$ cat src/rtl/alu_issue_stage_pkg.sv
// Shared constants and types for the ALU issue stage: opcodes, funct fields,
// ALU select codes and the registered issue entry.
package alu_issue_stage_pkg;

    localparam int unsigned XLEN = 64;

    localparam logic [6:0] OPC_OP      = 7'b0110011;
    localparam logic [6:0] OPC_OPIMM   = 7'b0010011;
    localparam logic [6:0] OPC_OP32    = 7'b0111011;
    localparam logic [6:0] OPC_OPIMM32 = 7'b0011011;
    localparam logic [6:0] OPC_LUI     = 7'b0110111;
    localparam logic [6:0] OPC_AUIPC   = 7'b0010111;

    localparam logic [2:0] F3_ADD  = 3'b000;
    localparam logic [2:0] F3_SLL  = 3'b001;
    localparam logic [2:0] F3_SLT  = 3'b010;
    localparam logic [2:0] F3_SLTU = 3'b011;
    localparam logic [2:0] F3_XOR  = 3'b100;
    localparam logic [2:0] F3_SRL  = 3'b101;
    localparam logic [2:0] F3_OR   = 3'b110;
    localparam logic [2:0] F3_AND  = 3'b111;

    localparam logic [6:0] F7_BASE = 7'b0000000;
    localparam logic [6:0] F7_ALT  = 7'b0100000;

    typedef enum logic [3:0] {
        SEL_ADD  = 4'd0,
        SEL_SUB  = 4'd1,
        SEL_SLL  = 4'd2,
        SEL_SLT  = 4'd3,
        SEL_SLTU = 4'd4,
        SEL_XOR  = 4'd5,
        SEL_SRL  = 4'd6,
        SEL_SRA  = 4'd7,
        SEL_OR   = 4'd8,
        SEL_AND  = 4'd9
    } alu_sel_e;

    typedef struct packed {
        logic [XLEN-1:0] x;
        logic [XLEN-1:0] y;
        alu_sel_e        alusel;
        logic            word;
        logic [4:0]      rd;
        logic            wen;
        logic            illegal;
    } issue_entry_t;

    // alt selects SUB/SRA; callers only raise it where the encoding allows it.
    function automatic alu_sel_e f3_to_sel(input logic [2:0] f3, input logic alt);
        alu_sel_e s;
        case (f3)
            F3_ADD:  s = alt ? SEL_SUB : SEL_ADD;
            F3_SLL:  s = SEL_SLL;
            F3_SLT:  s = SEL_SLT;
            F3_SLTU: s = SEL_SLTU;
            F3_XOR:  s = SEL_XOR;
            F3_SRL:  s = alt ? SEL_SRA : SEL_SRL;
            F3_OR:   s = SEL_OR;
            default: s = SEL_AND;
        endcase
        return s;
    endfunction

    function automatic logic is_shift(input alu_sel_e s);
        return (s == SEL_SLL) || (s == SEL_SRL) || (s == SEL_SRA);
    endfunction

endpackage

$ cat src/rtl/alu_issue_stage_if.sv
// Issue-side and execute-side handshake bundle of the ALU issue stage.
interface alu_issue_stage_if;
    import alu_issue_stage_pkg::*;

    logic            in_valid;
    logic            in_ready;
    logic [31:0]     in_instr;
    logic [XLEN-1:0] in_pc;
    logic [XLEN-1:0] in_rs1;
    logic [XLEN-1:0] in_rs2;

    logic            out_valid;
    logic            out_ready;
    logic [XLEN-1:0] out_x;
    logic [XLEN-1:0] out_y;
    logic [3:0]      out_alusel;
    logic            out_word;
    logic [4:0]      out_rd;
    logic            out_wen;
    logic            out_illegal;

    modport slave (
        input  in_valid, in_instr, in_pc, in_rs1, in_rs2, out_ready,
        output in_ready, out_valid, out_x, out_y, out_alusel, out_word,
               out_rd, out_wen, out_illegal
    );

    modport master (
        output in_valid, in_instr, in_pc, in_rs1, in_rs2, out_ready,
        input  in_ready, out_valid, out_x, out_y, out_alusel, out_word,
               out_rd, out_wen, out_illegal
    );

endinterface

$ cat src/rtl/alu_issue_stage_opdecode.sv
// Combinational RV64I integer decode: select code, prepared x/y operands,
// destination and legality for OP/OP-IMM/OP-32/OP-IMM-32/LUI/AUIPC.
module alu_opdecode
    import alu_issue_stage_pkg::*;
(
    input  logic [31:0]     instr_i,
    input  logic [XLEN-1:0] pc_i,
    input  logic [XLEN-1:0] rs1_i,
    input  logic [XLEN-1:0] rs2_i,
    output logic [XLEN-1:0] x_o,
    output logic [XLEN-1:0] y_o,
    output alu_sel_e        alusel_o,
    output logic            word_o,
    output logic [4:0]      rd_o,
    output logic            wen_o,
    output logic            illegal_o
);

    logic [6:0]      opc;
    logic [2:0]      f3;
    logic [6:0]      f7;
    logic [11:0]     imm12;
    logic [XLEN-1:0] imm_i;
    logic [XLEN-1:0] imm_u;
    logic [5:0]      shamt;
    logic            bad;

    assign opc   = instr_i[6:0];
    assign rd_o  = instr_i[11:7];
    assign f3    = instr_i[14:12];
    assign f7    = instr_i[31:25];
    assign imm12 = instr_i[31:20];
    assign imm_i = {{(XLEN-12){imm12[11]}}, imm12};
    assign imm_u = {{(XLEN-32){instr_i[31]}}, instr_i[31:12], 12'b0};

    always_comb begin
        x_o      = rs1_i;
        y_o      = rs2_i;
        alusel_o = SEL_ADD;
        word_o   = 1'b0;
        shamt    = rs2_i[5:0];
        bad      = 1'b0;

        case (opc)
            OPC_OP, OPC_OP32: begin
                word_o   = (opc == OPC_OP32);
                alusel_o = f3_to_sel(f3, f7[5]);
                if (f7 != F7_BASE && f7 != F7_ALT)
                    bad = 1'b1;
                if (f7 == F7_ALT && f3 != F3_ADD && f3 != F3_SRL)
                    bad = 1'b1;
                if (word_o && f3 != F3_ADD && f3 != F3_SLL && f3 != F3_SRL)
                    bad = 1'b1;
            end
            OPC_OPIMM, OPC_OPIMM32: begin
                word_o   = (opc == OPC_OPIMM32);
                y_o      = imm_i;
                shamt    = imm12[5:0];
                // imm[10] only distinguishes SRAI/SRAIW; there is no SUBI.
                alusel_o = f3_to_sel(f3, (f3 == F3_SRL) && imm12[10]);
                if (f3 == F3_SLL || f3 == F3_SRL) begin
                    if (word_o) begin
                        if (imm12[11:5] != F7_BASE && imm12[11:5] != F7_ALT)
                            bad = 1'b1;
                        if (f3 == F3_SLL && imm12[11:5] == F7_ALT)
                            bad = 1'b1;
                    end else if (imm12[11:6] != 6'b000000 && imm12[11:6] != 6'b010000) begin
                        bad = 1'b1;
                    end
                end
                if (word_o && f3 != F3_ADD && f3 != F3_SLL && f3 != F3_SRL)
                    bad = 1'b1;
            end
            OPC_LUI: begin
                x_o = '0;
                y_o = imm_u;
            end
            OPC_AUIPC: begin
                x_o = pc_i;
                y_o = imm_u;
            end
            default: bad = 1'b1;
        endcase

        // The ALU shifts by the whole y, so only the legal shamt bits may reach it.
        if (is_shift(alusel_o))
            y_o = word_o ? XLEN'(shamt[4:0]) : XLEN'(shamt);

        if (word_o && alusel_o == SEL_SRL)
            x_o = XLEN'(rs1_i[31:0]);
        else if (word_o && alusel_o == SEL_SRA)
            x_o = {{(XLEN-32){rs1_i[31]}}, rs1_i[31:0]};

        if (bad)
            alusel_o = SEL_ADD;
    end

    assign illegal_o = bad;
    assign wen_o     = !bad && (rd_o != 5'd0);

endmodule

$ cat src/rtl/alu_issue_stage.sv
// ALU issue stage: decodes one instruction per transfer into a single-entry
// output register behind a valid/ready handshake.
module alu_issue_stage (
    input  logic              clk,
    input  logic              rst,
    input  logic              flush,
    alu_issue_stage_if.slave  bus
);
    import alu_issue_stage_pkg::*;

    issue_entry_t    entry_q, entry_d;
    issue_entry_t    dec;
    logic            valid_q, valid_d;
    logic            xfer;

    logic [XLEN-1:0] dec_x, dec_y;
    alu_sel_e        dec_sel;
    logic            dec_word, dec_wen, dec_illegal;
    logic [4:0]      dec_rd;

    alu_opdecode u_opdecode (
        .instr_i   (bus.in_instr),
        .pc_i      (bus.in_pc),
        .rs1_i     (bus.in_rs1),
        .rs2_i     (bus.in_rs2),
        .x_o       (dec_x),
        .y_o       (dec_y),
        .alusel_o  (dec_sel),
        .word_o    (dec_word),
        .rd_o      (dec_rd),
        .wen_o     (dec_wen),
        .illegal_o (dec_illegal)
    );

    always_comb begin
        dec         = '0;
        dec.x       = dec_x;
        dec.y       = dec_y;
        dec.alusel  = dec_sel;
        dec.word    = dec_word;
        dec.rd      = dec_rd;
        dec.wen     = dec_wen;
        dec.illegal = dec_illegal;
    end

    assign bus.in_ready = !valid_q || bus.out_ready;
    assign xfer         = bus.in_valid && bus.in_ready;

    // Flush outranks a same-cycle transfer, which is then dropped.
    always_comb begin
        valid_d = valid_q;
        entry_d = entry_q;
        if (flush) begin
            valid_d = 1'b0;
        end else if (xfer) begin
            valid_d = 1'b1;
            entry_d = dec;
        end else if (bus.out_ready) begin
            valid_d = 1'b0;
        end
    end

    always_ff @(posedge clk) begin
        if (rst) begin
            valid_q <= 1'b0;
            entry_q <= '0;
        end else begin
            valid_q <= valid_d;
            entry_q <= entry_d;
        end
    end

    assign bus.out_valid   = valid_q;
    assign bus.out_x       = entry_q.x;
    assign bus.out_y       = entry_q.y;
    assign bus.out_alusel  = entry_q.alusel;
    assign bus.out_word    = entry_q.word;
    assign bus.out_rd      = entry_q.rd;
    assign bus.out_wen     = entry_q.wen;
    assign bus.out_illegal = entry_q.illegal;

endmodule

$ cat src/flat_wrapper.sv
// flat-port wrapper written by rule: the top's interface ports become plain ports
module alu_issue_stage_flat import alu_issue_stage_pkg::*;
  (clk, rst, flush, bus_in_valid, bus_in_instr, bus_in_pc, bus_in_rs1, bus_in_rs2, bus_out_ready, bus_in_ready, bus_out_valid, bus_out_x, bus_out_y, bus_out_alusel, bus_out_word, bus_out_rd, bus_out_wen, bus_out_illegal);
  alu_issue_stage_if bus_i ();
  input  logic clk;
  input  logic rst;
  input  logic flush;
  input wire logic [$bits(bus_i.in_valid)-1:0] bus_in_valid;
  input wire logic [$bits(bus_i.in_instr)-1:0] bus_in_instr;
  input wire logic [$bits(bus_i.in_pc)-1:0] bus_in_pc;
  input wire logic [$bits(bus_i.in_rs1)-1:0] bus_in_rs1;
  input wire logic [$bits(bus_i.in_rs2)-1:0] bus_in_rs2;
  input wire logic [$bits(bus_i.out_ready)-1:0] bus_out_ready;
  output wire logic [$bits(bus_i.in_ready)-1:0] bus_in_ready;
  output wire logic [$bits(bus_i.out_valid)-1:0] bus_out_valid;
  output wire logic [$bits(bus_i.out_x)-1:0] bus_out_x;
  output wire logic [$bits(bus_i.out_y)-1:0] bus_out_y;
  output wire logic [$bits(bus_i.out_alusel)-1:0] bus_out_alusel;
  output wire logic [$bits(bus_i.out_word)-1:0] bus_out_word;
  output wire logic [$bits(bus_i.out_rd)-1:0] bus_out_rd;
  output wire logic [$bits(bus_i.out_wen)-1:0] bus_out_wen;
  output wire logic [$bits(bus_i.out_illegal)-1:0] bus_out_illegal;
  assign bus_i.in_valid = bus_in_valid;
  assign bus_i.in_instr = bus_in_instr;
  assign bus_i.in_pc = bus_in_pc;
  assign bus_i.in_rs1 = bus_in_rs1;
  assign bus_i.in_rs2 = bus_in_rs2;
  assign bus_i.out_ready = bus_out_ready;
  assign bus_in_ready = bus_i.in_ready;
  assign bus_out_valid = bus_i.out_valid;
  assign bus_out_x = bus_i.out_x;
  assign bus_out_y = bus_i.out_y;
  assign bus_out_alusel = bus_i.out_alusel;
  assign bus_out_word = bus_i.out_word;
  assign bus_out_rd = bus_i.out_rd;
  assign bus_out_wen = bus_i.out_wen;
  assign bus_out_illegal = bus_i.out_illegal;
  alu_issue_stage u_core (.clk(clk), .rst(rst), .flush(flush), .bus(bus_i));
endmodule
$ cat config.mk
export PLATFORM = sky130hd
export DESIGN_NAME = alu_issue_stage_flat
export DESIGN_NICKNAME = d
export VERILOG_FILES = /design/src/rtl/alu_issue_stage_pkg.sv /design/src/rtl/alu_issue_stage_if.sv /design/src/rtl/alu_issue_stage_opdecode.sv /design/src/rtl/alu_issue_stage.sv /design/src/flat_wrapper.sv
export SDC_FILE = /design/constraint.sdc
export NUM_CORES = 1
export LEC_CHECK = 0
export CAP_MARGIN = 5
export CORE_AREA = 5 5 140 142
export DETAILED_ROUTE_END_ITERATION = 8
export DIE_AREA = 0 0 145 147
export GPL_TIMING_DRIVEN = 0
export PLACE_DENSITY_LB_ADDON = 0.12
export SYNTH_ARGS = -nofsm -noshare
export SYNTH_HDL_FRONTEND = slang
export SYNTH_SLANG_ARGS = --single-unit
$ cat constraint.sdc
create_clock -name clk -period 5.5 [get_ports clk]
set_input_delay 1.375 -clock clk [delete_from_list [all_inputs] [get_ports clk]]
set_output_delay 1.375 -clock clk [all_outputs]
set_load 0.01 [all_outputs]
# Word level (Yosys, flattened, before mapping)
# Cells that the tools add are included.
dict set report op_classes {
  eq_ne 20
  mux 27
  bitwise_logic 1
  reduce_logical 33
}
# operator count
set op_table {}
lappend op_table {{one-hot mux 64 bit (2 select lines)} 2}
lappend op_table {{two-way mux 64 bit} 3}
lappend op_table {{one-hot mux 4 bit (7 select lines)} 2}
lappend op_table {{equality test 7 x 6 -> 1 bit, second input constant} 4}
lappend op_table {{equality test 7 x 5 -> 1 bit, second input constant} 3}
lappend op_table {{logical AND 1 bit} 16}
lappend op_table {{two-way mux 1 bit} 14}
lappend op_table {{two-way mux 6 bit} 2}
lappend op_table {{equality test 3 bit, second input constant} 3}
lappend op_table {{equality test 4 x 3 -> 1 bit, second input constant} 2}
lappend op_table {{one-hot mux 4 bit (2 select lines)} 1}
lappend op_table {{OR reduction 2 bit} 4}
lappend op_table {{!= test 7 x 6 -> 1 bit, second input constant} 1}
lappend op_table {{nonzero test 7 bit} 1}
lappend op_table {{equality test 3 x 2 -> 1 bit, second input constant} 2}
lappend op_table {{!= test 6 x 5 -> 1 bit, second input constant} 1}
lappend op_table {{nonzero test 6 bit} 1}
lappend op_table {{nonzero test 5 bit} 1}
lappend op_table {{equality test 4 x 2 -> 1 bit, second input constant} 1}
lappend op_table {{logical OR 1 bit} 4}
lappend op_table {{two-way mux 4 bit} 1}
lappend op_table {{equality test 3 x 1 -> 1 bit, second input constant} 1}
lappend op_table {{zero test 3 bit} 1}
lappend op_table {{!= test 3 x 1 -> 1 bit, second input constant} 1}
lappend op_table {{other kinds (8)} 9}
dict set report totals {
  ff_bits 141
  inputBits 229
  out_inout_bits 142
  elab_cells 89
}

# Longest topological paths before layout
dict set report depth {
  word_depth 10
  mapped_depth 8
  mapped_depth_nobuf 6
}

# Cells and area by module
# From an unflattened synthesis, not the netlist that was laid out.
dict set report hier_totals {
  cells_unflattened 1005
  hier_area_um2 8725.9
}
# module instances cells_per_inst area_each_um2 seq_area_each_um2
set by_module_without_submodules {}
lappend by_module_without_submodules {alu_issue_stage 1 613 6339.8 2822.7}
lappend by_module_without_submodules {alu_opdecode 1 392 2386.0 0.0}

# Worst setup path after synthesis
# Ideal clock, no wire load.
dict set report synth_path {
  kind {input to output}
  startpoint {input bus_out_ready}
  endpoint {output bus_in_ready}
  arrival_time_ns 1.671
  t_required_ns 4.125
  slack_ns 2.454
  path_stages 2
  n_path_buf 0
  cell_sequence {nor2b_1 > inv_2}
}
dict set report synth_between {
  elab_chain_cells 1
}
# element line_no
set synth_lines {}
lappend synth_lines {{start: declaration} flat_wrapper.sv:13} ;# input wire logic [$bits(bus_i.out_ready)-1:0] bus_out_ready;
lappend synth_lines {{logical OR 1 bit} alu_issue_stage.sv:46} ;# assign bus.in_ready = !valid_q || bus.out_ready;
lappend synth_lines {{end: declaration} flat_wrapper.sv:14} ;# output wire logic [$bits(bus_i.in_ready)-1:0] bus_in_ready;
# Every way passes these cells.

# Worst setup path in the final report
# Ends and elaborated chain as after synthesis.

==> metrics.yaml <==
synth:
  synthTopCellsByArea: "dfxtp_1 45%, nand2_1 6.8%, and3_1 6.4%, a211oi_1 5.6%, nor2_1 4.6%"
  synthXorXnorAreaFrac_pct: 0.139
  yosysWarnings: 0
  synth_compound_gate_area_share_pct: 24.1
  yosysMostFrequentCell: "dfxtp_1"
  syn-cell-area_sq_um: 6310
  ys_seq_area_share_pct: 44.7
  synth_area_per_cell_sq_um: 8.26
  synth_top_family_by_area: "simple AND/OR/NAND/NOR gates"
  synth_edf_count: 0
  synth_cell_types: 45
  synth_top_area_share_pct: 44.7
  synth_cells: 764
  synth_top_flop_cell: "dfxtp_1"
  synth_fa_ha_area_share_pct: 0
  muxShareOfSynthArea_pct: 0.159
  syn_nets: 993
  synth_top_cells_by_count: "141 x dfxtp_1, 114 x nand2_1, 77 x nor2_1, 65 x and3_1, 47 x a211oi_1"
  ys_ff_latch: 141
  synth_largest_area_cell: "dfxtp_1"
  ys_async_sr_fraction_pct: 0
  synthSimpleGateAreaFrac_pct: 24.7
power_and_ir_drop:
  power_mw: 2.77
  combinationalPowerShare_pct: 18.3
  p_sw_uw: 696
  p_leak_nw: 4.18
  pwr_density_cell_nw_per_um2: 254
  switching_share_pct: 25.1
  clkPwrFrac_pct: 41.7
  vdd_drop_max_v: 0.000218
  power.share.sequential_pct: 40.1
  internal_power_mw: 2.07
placement:
  hpwl_microns: 20300
  port_buffers: 369
  gp_congestion: 0.854
cts:
  cts_htree_levels: 4
  clk_pin_slew_ns: 0.06
  postCtsSetupBuffers: 0
  cts_resized: 0
  cts_root_buf: "clkbuf_16"
  clk_latency_ns: 0.42
  cts_hold_buf: 0
  cts_tree: "yes"
  clock-sinks: 141
  cts_max_path_buffers: 2
  cts_buffers: 17
routing:
  via_count: 7095
  wl_per_cell_microns: 18.7
  drtPass1Iterations: 5
  antenna_left: 0
  initialDrtViolationCount: 258
  wl_microns: 26200
  avgViaCountPerCell: 5.07
  route.detailed.drc: 0
global_routing:
  overflow: 0
  antenna_found_initial: 0
  grt_pass1_wl_microns: 40100
  grt_max_degree: 17
  grt_pass1_vias: 6876
  track_usage_pct: 23.5
timing:
  maxSlewViolCount: 0
  worstMarginPinSlew_ns: 0.989
  rsz0062_at_grt: "false"
  finalHoldViolCount: 0
  period_share_pct: 72.7
  fmax_mhz: 250
  min_period_ns: 4.00
  setup_violations: 0
  worst_slew_margin_rel_pct: 33.9
  tns_ns: 0
  skew_ns: 0.00528
critical_path:
  worstRegToRegCells: 5
  crit_required_ns: 4.12
  start_kind: "primary input"
  r2r-start: "u_core.bus.out_valid"
  endpoint_kind: "primary output"
  crit_slowest_cell: "clkdlybuf4s50_1"
  r2r_slack_ns: 3.10
  timing_worst_setup_path_type: "in2out"
  crit_top_cell: "clkdlybuf4s50_1"
  slowest_delay_ns: 0.53
  path_cells: "clkdlybuf4s50_1 -> nor2b_1 -> inv_2 -> clkdlybuf4s50_1"
  crit_fanout: 3
  worst-endpoint-arrival_ns: 2.62
  r2r_end: "u_core.bus.out_alusel[2]"
finish:
  multi_input_area_sq_um: 3100
  layout-drive-gt1-share_pct: 7.64
  antenna_cells: 0
  syn_to_final_growth_pct: 72.6
  regArea_sq_um: 2820
  layout.nets: 1381
  fillers: 1749
min_path:
  min_path_type: "reg2reg"
  min_from: "u_core.bus.out_y[36]"
  holdPathEnd: "u_core.bus.out_y[36]"
  hold_path_depth: 2
floorplan:
  die_area_sq_um: 21300
  chipWidth_microns: 145
  io_pins: 371
  dieHeight_microns: 147
  core_area_sq_um: 18300
  initial_core_util_pct: 34.4
  num_rows: 50
run:
  drv_cap: 0
outcome:
  status: "complete, no violations"
==> metal layers <==
layer	global-route usage (%)	vias to the layer above	part of all wire, %
met4	9.13	0	3.1
met3	7.22	49	8.0
met1	28.8	3260	41
li1	-	3510	-
met5	0	-	0
met2	38.8	276	48
==> per-stage QoR <==
| step | std cells | hold slack, ns | cell area [sq um] | utilization [%] | setup slack [ns] |
|---|---|---|---|---|---|
| 2_1_floorplan | 764 | 0.471 | 6310 | - | 2.45 |
| 3_3_place_gp | 1367 | 0.433 | 10300 | 56.2 | 1.50 |
| 3_5_place_dp | 1367 | 0.439 | 10300 | 56.2 | 1.50 |
| 4_1_cts | 1399 | 0.448 | 10900 | 59.4 | 1.50 |
| 5_1_grt | 1399 | 0.459 | 10900 | 59.4 | 1.45 |
| 6_report | 1399 | 0.443 | 10900 | 59.4 | 1.50 |
==> worst max-delay path: cells and delay by family <==
family | cells | cell delay [ns]
buffers and inverters | 3 | 1.00
AND/OR/NAND/NOR | 1 | 0.24
==> state kept, by name, summed over array words and instances, names as in the netlist <==
register and flops:
u_core.bus.out_x 64, u_core.bus.out_y 64, u_core.bus.out_rd 5, u_core.bus.out_alusel 4, u_core.bus.out_illegal 1, u_core.bus.out_valid 1
u_core.bus.out_wen 1, u_core.bus.out_word 1
==> final cells by class <==
cell class / count / share of cell area [%]
clock inverters: 13 / 1.30
repair buffers: 369 / 33.9
flip-flops and latches: 141 / 25.9
clock buffers: 19 / 4.16
multi-input cells: 546 / 28.5
well taps: 234 / 2.69
inverters: 3 / 0.103
plain buffers: 74 / 3.48
==> power groups by stage <==
stage	clock network, mW	logic, mW	registers [mW]
3_3_place_gp	0	0.505	1.13
3_5_place_dp	0	0.507	1.13
6_report	1.16	0.506	1.11
2_1_floorplan	0	0.139	1.16
5_1_grt	1.23	0.544	1.12
4_1_cts	1.18	0.510	1.11
==> worst max path at each step <==
stage	to	from	depth (start not counted)	slack, ns
finish	bus_in_ready	bus_out_ready	4	1.50
global route	bus_in_ready	bus_out_ready	4	1.45
CTS	bus_in_ready	bus_out_ready	4	1.50
detailed placement	bus_in_ready	bus_out_ready	4	1.50
global placement	bus_in_ready	bus_out_ready	4	1.50
floorplan	bus_in_ready	bus_out_ready	2	2.45
==> placed cells by master (no fill, tap or decap), types with 3 or more instances in the layout <==
master | netlist | layout
nand2b_1 | 3 | 3
a211oi_1 | 47 | 47
and3_1 | 65 | 65
a311oi_1 | 7 | 7
clkdlybuf4s50_1 | 0 | 369
nor2b_1 | 3 | 3
nand3_1 | 10 | 10
buf_2 | 12 | 12
a22o_1 | 4 | 4
clkbuf_1 | 46 | 46
a221oi_1 | 19 | 19
clkinvlp_4 | 0 | 3
nor2_1 | 77 | 77
clkbuf_2 | 3 | 3
nor3_1 | 37 | 37
o21ai_0 | 46 | 46
a21o_1 | 6 | 6
clkinv_2 | 0 | 3
a211oi_2 | 18 | 18
dfxtp_1 | 141 | 141
clkinv_4 | 0 | 4
or3_1 | 5 | 5
clkbuf_16 | 0 | 17
buf_6 | 10 | 10
nand2_1 | 114 | 114
o21ai_1 | 46 | 46
a21oi_1 | 15 | 15
==> logic make-up after synthesis <==
| kind of cell | Yosys count |
|---|---|
| compound gates | 217 |
| xor+xnor | 1 |
| buf+inv | 77 |
| flops | 141 |
| mux | 1 |
| simple gates | 327 |
Note: power is estimated with default switching activity, not from simulation.
